## config.mk

```make
export PLATFORM = sky130hd
export DESIGN_NAME = conv_window_buf
export DESIGN_NICKNAME = d
export VERILOG_FILES = /design/src/rtl/conv_pkg.sv /design/src/rtl/conv_pos_counter.sv /design/src/rtl/conv_window_buf.sv
export SDC_FILE = /design/constraint.sdc
export NUM_CORES = 1
export LEC_CHECK = 0
export BUFFER_PORTS_ARGS = -buffer_cell sky130_fd_sc_hd__buf_2
export CAP_MARGIN = 0
export CORE_AREA = 2 2 128 255
export CTS_CLUSTER_DIAMETER = 30
export CTS_CLUSTER_SIZE = 28
export DETAILED_ROUTE_END_ITERATION = 8
export DIE_AREA = 0 0 130 257
export GPL_ROUTABILITY_DRIVEN = 0
export HOLD_SLACK_MARGIN = 0.1
export PLACE_DENSITY_LB_ADDON = 0.05
export SLEW_MARGIN = 20
export SYNTH_ARGS = -nofsm -noshare
export SYNTH_HDL_FRONTEND = slang
export SYNTH_HIERARCHICAL = 1
export SYNTH_SLANG_ARGS = --single-unit
```

## constraint.sdc

```tcl
create_clock -name clk -period 15.8 [get_ports clk]
set_input_delay 0 -clock clk [delete_from_list [all_inputs] [get_ports clk]]
set_output_delay 0 -clock clk [all_outputs]
set_load 0.01 [all_outputs]
```

## src/rtl/conv_pkg.sv

```systemverilog
// Shared types and sizing helpers for the convolution window front end.
package conv_pkg;

  // Fill phase holds windows back until kernel_dim-1 full rows are stored.
  typedef enum logic {
    S_FILL,
    S_STREAM
  } state_t;

  // Counter width able to hold 0..n-1, never narrower than one bit.
  function automatic int cnt_w(input int n);
    return (n < 2) ? 1 : $clog2(n);
  endfunction

  // Line buffer depth: kernel_dim-1 full rows plus the kernel_dim newest pixels.
  function automatic int fifo_length(input int width, input int kdim);
    return width * (kdim - 1) + kdim;
  endfunction

endpackage

```

## src/rtl/conv_pos_counter.sv

```systemverilog
// Raster position tracker: row/col plus stride phases and the legal-window flag
// for the pixel currently offered on the input.
module conv_pos_counter
  import conv_pkg::*;
#(
  parameter int img_width  = 28,
  parameter int img_height = 28,
  parameter int kernel_dim = 3,
  parameter int stride     = 1
) (
  input  logic clk,
  input  logic rst,
  input  logic accept,
  output logic legal,
  output logic fill_done,
  output logic last_pixel
);

  localparam int CW = cnt_w(img_width);
  localparam int RW = cnt_w(img_height);
  localparam int SW = cnt_w(stride);

  localparam logic [CW-1:0] COL_LAST = CW'(img_width - 1);
  localparam logic [CW-1:0] COL_K    = CW'(kernel_dim - 1);
  localparam logic [RW-1:0] ROW_LAST = RW'(img_height - 1);
  localparam logic [RW-1:0] ROW_K    = RW'(kernel_dim - 1);
  localparam logic [RW-1:0] ROW_PRE  = RW'(kernel_dim - 2);
  localparam logic [SW-1:0] PH_LAST  = SW'(stride - 1);

  logic [CW-1:0] col;
  logic [RW-1:0] row;
  logic [SW-1:0] sx;
  logic [SW-1:0] sy;
  logic          col_wrap;
  logic          row_wrap;
  logic [CW-1:0] col_nxt;
  logic [RW-1:0] row_nxt;

  assign col_wrap = (col == COL_LAST);
  assign row_wrap = (row == ROW_LAST);
  assign col_nxt  = col + CW'(1);
  assign row_nxt  = row + RW'(1);

  // Phases are anchored at the first legal column/row so no divider is needed.
  assign legal      = (col >= COL_K) && (row >= ROW_K) && (sx == '0) && (sy == '0);
  assign fill_done  = col_wrap && (row == ROW_PRE);
  assign last_pixel = col_wrap && row_wrap;

  // Advance the raster position and stride phases on each accepted pixel.
  always_ff @(posedge clk or posedge rst) begin
    if (rst) begin
      col <= '0;
      row <= '0;
      sx  <= '0;
      sy  <= '0;
    end else if (accept) begin
      if (col_wrap) begin
        col <= '0;
        sx  <= '0;
        if (row_wrap) begin
          row <= '0;
          sy  <= '0;
        end else begin
          row <= row_nxt;
          if (row_nxt == ROW_K)
            sy <= '0;
          else
            sy <= (sy == PH_LAST) ? '0 : sy + SW'(1);
        end
      end else begin
        col <= col_nxt;
        if (col_nxt == COL_K)
          sx <= '0;
        else
          sx <= (sx == PH_LAST) ? '0 : sx + SW'(1);
      end
    end
  end

endmodule

```

## src/rtl/conv_window_buf.sv

```systemverilog
// Streaming line buffer presenting a kernel_dim x kernel_dim window of a
// raster-order pixel stream, with stride-aware window valid and backpressure.
module conv_window_buf
  import conv_pkg::*;
#(
  parameter int datatype_size = 8,
  parameter int channels      = 1,
  parameter int img_width     = 28,
  parameter int img_height    = 28,
  parameter int kernel_dim    = 3,
  parameter int stride        = 1
) (
  input  logic                              clk,
  input  logic                              rst,
  input  logic                              i_valid,
  output logic                              o_ready,
  input  logic [datatype_size*channels-1:0] i_data,
  output logic                              o_valid,
  input  logic                              i_ready,
  output logic [datatype_size*channels-1:0] o_data [kernel_dim*kernel_dim-1:0],
  output logic                              o_frame_done
);

  localparam int PW       = datatype_size * channels;
  localparam int FIFO_LEN = fifo_length(img_width, kernel_dim);

  logic [PW-1:0] sr [FIFO_LEN];
  state_t        state;
  logic          vld_p1;
  logic          frame_done_p1;
  logic          accept;
  logic          legal;
  logic          fill_done;
  logic          last_pixel;
  logic          win_legal;

  // A held window blocks intake; consuming it frees the slot in the same cycle.
  assign o_ready      = !vld_p1 || i_ready;
  assign accept       = i_valid && o_ready;
  assign win_legal    = legal && (state == S_STREAM);
  assign o_valid      = vld_p1;
  assign o_frame_done = frame_done_p1;

  conv_pos_counter #(
    .img_width  (img_width),
    .img_height (img_height),
    .kernel_dim (kernel_dim),
    .stride     (stride)
  ) u_pos (
    .clk        (clk),
    .rst        (rst),
    .accept     (accept),
    .legal      (legal),
    .fill_done  (fill_done),
    .last_pixel (last_pixel)
  );

  // Line buffer: entry 0 is the newest pixel, shifts only on accept.
  always_ff @(posedge clk or posedge rst) begin
    if (rst) begin
      for (int i = 0; i < FIFO_LEN; i++)
        sr[i] <= '0;
    end else if (accept) begin
      sr[0] <= i_data;
      for (int i = 1; i < FIFO_LEN; i++)
        sr[i] <= sr[i-1];
    end
  end

  // Window taps: row offset ky sits img_width entries further back per row.
  for (genvar ky = 0; ky < kernel_dim; ky++) begin : g_ky
    for (genvar kx = 0; kx < kernel_dim; kx++) begin : g_kx
      assign o_data[ky*kernel_dim+kx] = sr[ky*img_width+kx];
    end
  end

  // Fill/stream control with registered window valid and frame-done pulse.
  always_ff @(posedge clk or posedge rst) begin
    if (rst) begin
      state         <= S_FILL;
      vld_p1        <= 1'b0;
      frame_done_p1 <= 1'b0;
    end else begin
      frame_done_p1 <= accept && last_pixel && (state == S_STREAM);
      if (accept && win_legal)
        vld_p1 <= 1'b1;
      else if (i_ready)
        vld_p1 <= 1'b0;
      case (state)
        S_FILL:   if (accept && fill_done)  state <= S_STREAM;
        S_STREAM: if (accept && last_pixel) state <= S_FILL;
        default:  state <= S_FILL;
      endcase
    end
  end

endmodule

```

---- Word-level counts from Yosys, hierarchy flattened ----
Cells that the tools add are included.
operators by class
  reduce and logical (&&, ||, !) cells .... 15
  equal/unequal tests ..................... 5
  mux-type cells .......................... 13
  add/sub/neg operators ................... 4
  $lt $le $gt $ge ......................... 2
  bitwise gates (word level) .............. 3
operator list
  kind                                                                number
  logical AND 1 bit                                                   11
  adder 5 x 1 -> 5 bit (second input constant)                        2
  equality test 5 x 2 -> 1 bit (second input constant)                2
  equality test 5 bit (second input constant)                         2
  greater-or-equal comparator 5 x 2 -> 1 bit (second input constant)  2
  two-way mux 1 bit                                                   10
  two-way mux 5 bit                                                   2
  equality test 5 x 1 -> 1 bit (second input constant)                1
  NOT 1 bit                                                           3
  adder 1 bit (second input constant)                                 2
  case mux 1 bit (2 select lines)                                     1
  AND reduction 2 bit                                                 1
  nonzero test 2 bit                                                  1
  zero test 1 bit                                                     1
  logical OR 1 bit                                                    1
storage, ports and cells
  flip-flop bits (word level) ............. 487
  bits of input ports ..................... 12

---- Depth between registers and ports, before layout ----
Gate-level depths: netlist of run 1.
  word-level depth ........................ 7
  gate-level depth with buffers ........... 9
  mapped depth without buffers ............ 6

---- Hierarchy ----
Netlist of run 1, hierarchy kept.
by module, submodules not included
  module            seq. area each (sq um)  instances  cells an instance  area each (sq um)
  conv_window_buf   11886.4                 1          1079               18353.9
  conv_pos_counter  250.2                   1          61                 624.3

---- Least setup slack after synthesis of run 1 ----
Ideal clock, no wire load.
  kind .................................... flip-flop to flip-flop
  start ................................... register vld_p1 (netlist: o_valid)
  end ..................................... register u_pos.row[0]
  arrival ................................. 1.742 ns
  setup time .............................. 0.125 ns
  period minus slack after synthesis ...... 1.867 ns
  cell stages (with the launch flop) ...... 10
  slack ................................... 13.933 ns
  cell sequence ........................... dfrtp_1 nand2b_4 nand2_4 inv_4 buf_6 buf_6 and3_1 buf_4 and2_4 mux2_4
on the way
  cells in the longest elaborated chain, start to end .. 4
RTL lines
  item                           RTL line                source
  start, declared                conv_window_buf.sv:29   logic vld_p1;
  start signal, assigned         conv_window_buf.sv:81   vld_p1 <= 1'b0;
  start signal, assigned         conv_window_buf.sv:86   vld_p1 <= 1'b1;
  start signal, assigned         conv_window_buf.sv:88   vld_p1 <= 1'b0;
  zero test 1 bit                conv_window_buf.sv:38   assign o_ready = !vld_p1 || i_ready;
  logical OR 1 bit               conv_window_buf.sv:38
  named net o_ready              conv_window_buf.sv:16   output logic o_ready,
  logical AND 1 bit              conv_window_buf.sv:39   assign accept = i_valid && o_ready;
  named net accept               conv_window_buf.sv:31   logic accept;
  AND reduction 2 bit (no line)  --
  end signal, assigned           conv_pos_counter.sv:64  row <= row_nxt;
  end, declared                  conv_pos_counter.sv:31  logic [RW-1:0] row;
The timed path passes the listed nets, and every way through them passes these cells.
A chain may end at the register's enable or synchronous reset.

---- Worst setup path after layout of run 1 ----
  start ................................... register vld_p1 (netlist: o_valid)
  end ..................................... register sr[70] (netlist bit)
on the way
  cells in the longest elaborated chain, start to end .. 3
RTL lines
  item                           RTL line               source
  zero test 1 bit                conv_window_buf.sv:38
  logical OR 1 bit               conv_window_buf.sv:38
  logical AND 1 bit              conv_window_buf.sv:39
  end signal, assigned by index  conv_window_buf.sv:66  sr[i] <= sr[i-1];
  end, declared                  conv_window_buf.sv:27  logic [PW-1:0] sr [FIFO_LEN];
Every way passes these cells.

==> flow_summary.yaml, run 1 <==
cells_and_area:
  fin_nets: 1190
  multi_input_area_mm2: 0.00571
  n_antenna_cell: 0
  seqCellArea_mm2: 0.0121
  area_delta_synth_final_pct: 9.72
  fillers: 2243
  drive_gt1_share_pct: 55.2
routing:
  ant_nets: 0
  firstDrtPassIters: 4
  viasPerCell: 5.29
  vias: 8652
  post_drt_wl_per_cell_um: 15.3
  drtIter0Drc: 351
  drt_drc_violations_left: 0
  routed_wl_mm: 25.0
timing:
  finalCriticalPeriod_ns: 2.98
  relSlewSlack_pct: 31.6
  rsz0062_at_grt: "no"
  report.final.slew_viol_count: 0
  final.setup.tns_ns: 0
  fin_crit_sh_pct: 18.8
  hold_viol_final: 0
  setup_violations: 0
  max_freq_mhz: 336
  worstMarginPinSlew_ns: 1.03
  worst_slack_ns: 12.82
  skew_ns: 0.0220
placement:
  place_hpwl_mm: 14.5
  io_buffers: 86
  dpl_worst_slack_ns: 12.87
pwr:
  clkPwrFrac_pct: 34.8
  power_frac_seq_pct: 49.6
  internal_power_mw: 2.55
  total_leakage_power_nw: 10.3
  p_total_mw: 3.44
  p_per_area_mw_per_mm2: 165
  vdd_drop_max_mv: 0.122
  swShare_pct: 25.7
  combPwrFrac_pct: 15.6
  power_switching_uw: 885
critical_path:
  path_class: "flip-flop to flip-flop"
  rrSetupSlack_ns: 12.82
  slowest_delay_ns: 0.94
  regToRegEndpoint: "sr[70]"
  crit_chain: "nand2b_4 -> nand2_4 -> inv_16 -> buf_4 -> mux2_2"
  reg2reg_from: "o_valid"
  cp_num_cells: 5
  cp-start-kind: "flip-flop"
  worst-path-buf-inv: 2
  worst_setup_path_end_kind: "flip-flop"
  critPathTopFamily: "buffers and inverters"
  worstPathArrival_ns: 3.43
  startpoint: "o_valid"
  critPathMaxFanout: 242
  cp-endpoint: "sr[70]"
  critPathRequiredTime_ns: 16.25
  crit_slowest_cell: "buf_4"
  rr_worst_depth: 5
cts:
  h-tree-depth: 2
  worstSkewPairLatency_ns: 0.57
  cts_buffer_depth: 3
  cts_sinks: 485
  cts_tree: "done"
  cts-root-buf: "clkbuf_16"
  clk_pin_slew_ns: 0.07
  cts_setup_buffers: 0
  cts-buffers-inserted: 49
logic_synthesis:
  syn_nets: 1157
  ys_seq_elements: 485
  syn_avg_cell_area_um2: 16.6
  ys_seq_area_share_pct: 64.0
  ys_warn_count: 6
  synthesis.area_mm2: 0.0190
  ys_types: 34
  syn_inst: 1140
floorplanning:
  pin_count: 87
  die_area_mm2: 0.0334
  die_h_um: 257
  initial_core_util_pct: 60.4
  core_mm2: 0.0314
  core.rowCount: 92
  dieWidth_um: 130
global_routing:
  grt_pass1_wl_mm: 42.9
  grt_usage_pct: 15.6
  grt_max_degree: 243
  antenna_found_initial: 0
  grt_pass1_vias: 9132
  grt_overflow_total: 0
run:
  maxCapViolations: 0
min_path:
  hp-class: "input port to asynchronous set/reset pin"
status:
  status: "completed"
[how the worst min path moves through the flow]
stage,from,endpoint,slack [ns]
5_1_grt,i_data[7],o_data[7],0.20
2_1_floorplan,rst,u_pos/col[0],-0.16
6_report,rst,sr[208],0.20
3_3_place_gp,rst,u_pos/col[2],0.07
4_1_cts,i_data[4],o_data[4],0.17
3_5_place_dp,rst,u_pos/row[3],0.06
[metal layers]
metal,GRT usage (%),up-vias,share of wire (%)
met3,2.87,43,3.2
li1,-,3976,-
met2,27.4,122,53
met5,0,-,0
met4,5.91,0,2.7
met1,19.0,4511,41
[cells in the final DEF (no fill, tap or decap), types with 2 or more instances in the layout]
master	synthesis	layout
buf_2	4	86
a21oi_1	2	2
clkinv_8	0	7
clkbuf_16	0	51
mux2_2	474	474
ha_1	5	5
bufinv_16	0	3
a31oi_1	2	2
clkinvlp_4	0	5
mux2_4	2	2
o21ai_0	2	2
nor2_1	5	5
dlygate4sd3_1	0	13
inv_8	0	8
buf_4	73	4
inv_6	0	5
dfrtp_1	485	485
nor3_1	3	3
clkinv_2	0	6
nand2_1	2	2
clkbuf_8	0	3
nand3_1	4	4
inv_1	7	6
clkinv_4	0	3
nor2b_1	3	3
and3_1	3	3
[cell type report]
class                      instances  share of cell area, %
sequential                       485                   58.3
inverter                           8                  0.258
clock inverter                    36                   2.02
clock buffer                      55                   6.35
timing repair buffer             106                   3.12
multi-input combinational        523                   27.4
tap                              423                   2.54
[power by group through the flow]
stage / combinational, mW / clock [mW] / sequential, mW
3_3_place_gp: 0.525 / 0 / 1.72
3_5_place_dp: 0.543 / 0 / 1.74
2_1_floorplan: 0.528 / 0 / 1.68
6_report: 0.537 / 1.20 / 1.71
5_1_grt: 0.593 / 1.29 / 1.75
4_1_cts: 0.549 / 1.23 / 1.71
[flip-flops by register name, summed over array words and instances, names as in the netlist]
signal        flops
sr              400
o_data           72
u_pos/col         5
u_pos/row         5
o_frame_done      1
o_valid           1
state             1
[Yosys cell counts]
| cell type | count | area (um^2) |
|---|---|---|
| a21o_2 | 1 | 8.76 |
| a21oi_1 | 2 | 10.0 |
| a22o_1 | 1 | 8.76 |
| a22oi_1 | 1 | 7.51 |
| a31oi_1 | 2 | 12.5 |
| and2_2 | 1 | 7.51 |
| and2_4 | 1 | 8.76 |
| and2b_4 | 1 | 10.0 |
| and3_1 | 3 | 18.8 |
| and3_2 | 1 | 7.51 |
| and4b_1 | 1 | 10.0 |
| and4b_2 | 1 | 11.3 |
| buf_2 | 4 | 20.0 |
| buf_4 | 73 | 548 |
| buf_6 | 47 | 529 |
| dfrtp_1 | 485 | 12100 |
| ha_1 | 5 | 62.6 |
| inv_1 | 7 | 26.3 |
| inv_4 | 1 | 6.26 |
| mux2_2 | 474 | 5340 |
| mux2_4 | 2 | 30.0 |
| mux2i_1 | 1 | 10.0 |
| nand2_1 | 2 | 7.51 |
| nand2_4 | 1 | 11.3 |
| nand2b_4 | 1 | 13.8 |
| nand3_1 | 4 | 20.0 |
| nand4_2 | 1 | 12.5 |
| nor2_1 | 5 | 18.8 |
| nor2b_1 | 3 | 18.8 |
| nor3_1 | 3 | 15.0 |
| o211ai_1 | 1 | 7.51 |
| o21ai_0 | 2 | 10.0 |
| o22ai_1 | 1 | 6.26 |
| or3b_1 | 1 | 8.76 |
[metrics by stage]
stage / instances / hold slack, ns / utilization (%) / instance area [um^2]
floorplan: 1140 / -0.160 / - / 19000
global placement: 1531 / 0.0658 / 60.2 / 18900
detailed placement: 1531 / 0.0631 / 60.2 / 18900
CTS: 1635 / 0.167 / 66.2 / 20800
global route: 1636 / 0.198 / 66.3 / 20800
finish: 1636 / 0.198 / 66.3 / 20800
[logic make-up (layout without fill, tap and decap cells)]
| family | Yosys count | in the layout | share of synthesized area, % |
|---|---|---|---|
| DFF | 485 | 485 | 64.0 |
| muxes | 477 | 477 | 28.3 |
| buffers and inverters | 132 | 205 | 5.95 |
| adders and majority gates | 5 | 5 | 0.330 |
| AOI/OAI and AO/OA | 11 | 11 | 0.376 |
| and+or+nand+nor | 30 | 30 | 1.05 |
[worst reg2reg max path, stage by stage, from the launching register on]
cell and delay (ns):
dfrtp_1 0.41, nand2b_4 0.11, nand2_4 0.13, inv_16 0.60, buf_4 1.16, mux2_2 0.46
[what timing repair did]
item | 4_1_cts | 5_1_grt
hold buffers | 13 | 0
resized for setup | 0 | 0
endpoints found under the hold margin | 159 | 0
Note: power is estimated with default switching activity, not from simulation.
==> run 2: changes to the inputs <==
ABC_AREA = 1   (was default)
CORE_AREA = 2 2 135 269   (was 2 2 128 255)
DIE_AREA = 0 0 137 271   (was 0 0 130 257)
clock period = 2.6 ns   (was 15.8 ns; I/O delays follow)
==> run 2 against run 1 <==
Net effect:
- die area up 11%
- flip-flop and latch count unchanged
- global-route usage up 3.3 points
- non-clock buffer count up 27
- worst hold slack worse by 0.041 ns
- clock power rose to 6.6 times the previous value
- clock skew down 0.012 ns
- final cell count up 63%
- synthesized cell count up 90%
- sequential power rose to 5.0 times the previous value
- largest cell class unchanged
- highest routed layer unchanged
==> flow_summary.yaml, run 2 <==
status:
  status: "completed"
logic_synthesis:
  synth_xor_area_share_pct: 0.0458
  ys_warn_count: 6
  syn_nets: 2186
  synth_edf_count: 0
  synthTopCellsByCount: "nand2_1 (1446), dfrtp_1 (485), buf_4 (129)"
  ys_seq_area_share_pct: 63.4
  synthSimpleGateAreaFrac_pct: 29.3
  ys_async_sr_fraction_pct: 100
  ys_seq_elements: 485
  synthTopCellsByArea: "dfrtp_1 (63%), nand2_1 (28%), buf_4 (5.1%)"
  synth_ff_type: "dfrtp_1"
  synth_most_common_cell: "nand2_1"
  synthesis.area_mm2: 0.0191
  synthAdderAreaFrac_pct: 0.327
  yosysTopAreaCell: "dfrtp_1"
  muxShareOfSynthArea_pct: 0
  ys_types: 23
  synth_top_family_by_area: "simple AND/OR/NAND/NOR gates"
  syn_inst: 2169
  syn_avg_cell_area_um2: 8.83
  synth_top_area_share_pct: 63.4
  synth_compound_area_share_pct: 0.176
pwr:
  swShare_pct: 25.0
  clkPwrFrac_pct: 44.8
  internal_power_mw: 13.3
  power_switching_mw: 4.45
  power_frac_seq_pct: 48.1
  total_leakage_power_nw: 12.4
  vdd_drop_max_mv: 0.592
  combPwrFrac_pct: 7.1
  p_per_area_mw_per_mm2: 831
floorplanning:
  pin_count: 87
  initial_core_util_pct: 54.8
  die_area_mm2: 0.0371
  core_mm2: 0.0350
  die_h_um: 271
  dieWidth_um: 137
  core.rowCount: 97
cells_and_area:
  multi_input_area_mm2: 0.00571
  area_delta_synth_final_pct: 11.8
  largest_register: "sr"
  fillers: 3045
  finish.utilization_pct: 61.3
  seqCellArea_mm2: 0.0121
  most-common-layout-cells: "nand2_1 (1446), dfrtp_1 (485), buf_2 (86)"
  largest_register_ffs: 400
  final_common_cell: "nand2_1"
  fin_area_mm2: 0.0214
  finalNonFillerCells: 2669
  n_antenna_cell: 0
  fin_nets: 2197
  drive_gt1_share_pct: 10.2
cts:
  cts_buffer_depth: 3
  cts-root-buf: "clkbuf_16"
  cts_tree: "done"
  worstSkewPairLatency_ns: 0.57
  cts_sinks: 485
  clk_pin_slew_ns: 0.06
  cts-buffers-inserted: 55
  h-tree-depth: 2
  ctsHoldBuffers: 16
  post_cts_resized: 0
  cts_setup_buffers: 0
run:
  maxCapViolations: 0
timing:
  final.setup.tns_ns: 0
  rsz0062_at_grt: "no"
  hold_ws_ns: 0.158
  setup_violations: 0
  hold_viol_final: 0
  worstMarginPinSlew_ns: 0.666
  report.final.slew_viol_count: 0
  relSlewSlack_pct: 55.6
  max_freq_mhz: 425
  skew_ns: 0.0103
  fin_crit_sh_pct: 90.5
  finalCriticalPeriod_ns: 2.35
global_routing:
  grt_max_degree: 155
  grt_pass1_vias: 12800
  grt_usage_pct: 18.9
  gr-usage-met1_pct: 24.1
  grt_overflow_total: 0
  gr-max-usage-layer: "met2"
  met2_usage_pct: 32.4
  met3_usage_pct: 2.74
  grt_pass1_wl_mm: 58.8
  antenna_found_initial: 0
routing:
  routed_wl_mm: 33.3
  drt_drc_violations_left: 0
  vias: 12800
  post_drt_wl_per_cell_um: 12.5
  drtIter0Drc: 841
  ant_nets: 0
  firstDrtPassIters: 7
  viasPerCell: 4.81
critical_path:
  worstPathArrival_ns: 2.85
  path_class: "flip-flop to flip-flop"
  cp-start-kind: "flip-flop"
  critPathMaxFanout: 44
  worst_setup_path_end_kind: "flip-flop"
  critPathRequiredTime_ns: 3.09
placement:
  post_dp_cell_area_mm2: 0.0193
  io_buffers: 86
  dp_cells: 2552
  place_hpwl_mm: 19.1
min_path:
  hp-class: "input port to flip-flop"
run 2: cell count changes after synthesis, sizes merged, moves of 5 or more:
| cell | change |
|---|---|
| nor2 | +7 |
| mux2 | -476 |
| nand3 | +5 |
| inv | +10 |
| nand2 | +1445 |
| buf | +27 |
| clkbuf | +28 |
run 2: critical path, cell delays in order, from the launching register on:
cell and delay [ns]:
dfrtp_1 0.41, nand2_4 0.13, nand2_8 0.21, inv_8 0.30, buf_4 0.44, nand2_1 0.13
nand2_1 0.09, dlygate4sd3_1 0.55
run 2: cell type report:
cell class / count / area share, %
Clock buffer: 64 / 6.77
Clock inverter: 37 / 2.17
Inverter: 18 / 0.368
Multi-Input combinational cell: 1487 / 26.7
Sequential cell: 485 / 56.7
Tap cell: 445 / 2.60
Timing Repair Buffer: 133 / 4.72
run 2: path summary, 6_finish.rpt:
kind                       slack, ns  depth (start not counted)           end       from
setup / recovery                0.25                          7     o_data[1]    o_valid
hold / removal                  0.16                          4     o_data[7]  i_data[7]
setup reg to reg                0.25                          7     o_data[1]    o_valid
hold reg to reg                 0.46                          2       sr[325]    sr[333]
max in group asynchronous       1.08                          6       sr[115]        rst
min in group asynchronous       0.59                          4  u_pos/row[2]        rst
run 2: logic make-up (layout without fill, tap and decap cells):
kind of cell,after synthesis,after routing
buffers and inverters,197,252
XOR/XNOR,1,1
AO/OA/AOI/OAI,5,5
AND/OR/NAND/NOR,1476,1476
adder cells (fa/ha/maj),5,5
flip-flops,485,485
run 2: through the flow:
step / setup slack [ns] / power (mW)
2_1_floorplan: -3.83 / 9.69
3_3_place_gp: 0.879 / 9.90
3_5_place_dp: 0.826 / 9.96
4_1_cts: 0.306 / 18.1
5_1_grt: 0.0618 / 18.7
6_report: 0.247 / 17.8
run 2: power by group through the flow:
| stage | registers, mW | clock network, mW | logic, mW |
|---|---|---|---|
| 6_report | 8.55 | 7.96 | 1.27 |
| 5_1_grt | 8.63 | 8.53 | 1.49 |
| 4_1_cts | 8.55 | 8.20 | 1.31 |
| 3_5_place_dp | 8.68 | 0 | 1.28 |
| 3_3_place_gp | 8.66 | 0 | 1.24 |
| 2_1_floorplan | 8.60 | 0 | 1.09 |
run 2: metal layers:
layer / part of all wire, % / up-vias
met4: 3.5 / 0
met3: 3.0 / 57
met5: 0 / -
li1: - / 6449
met2: 49 / 175
met1: 44 / 6157
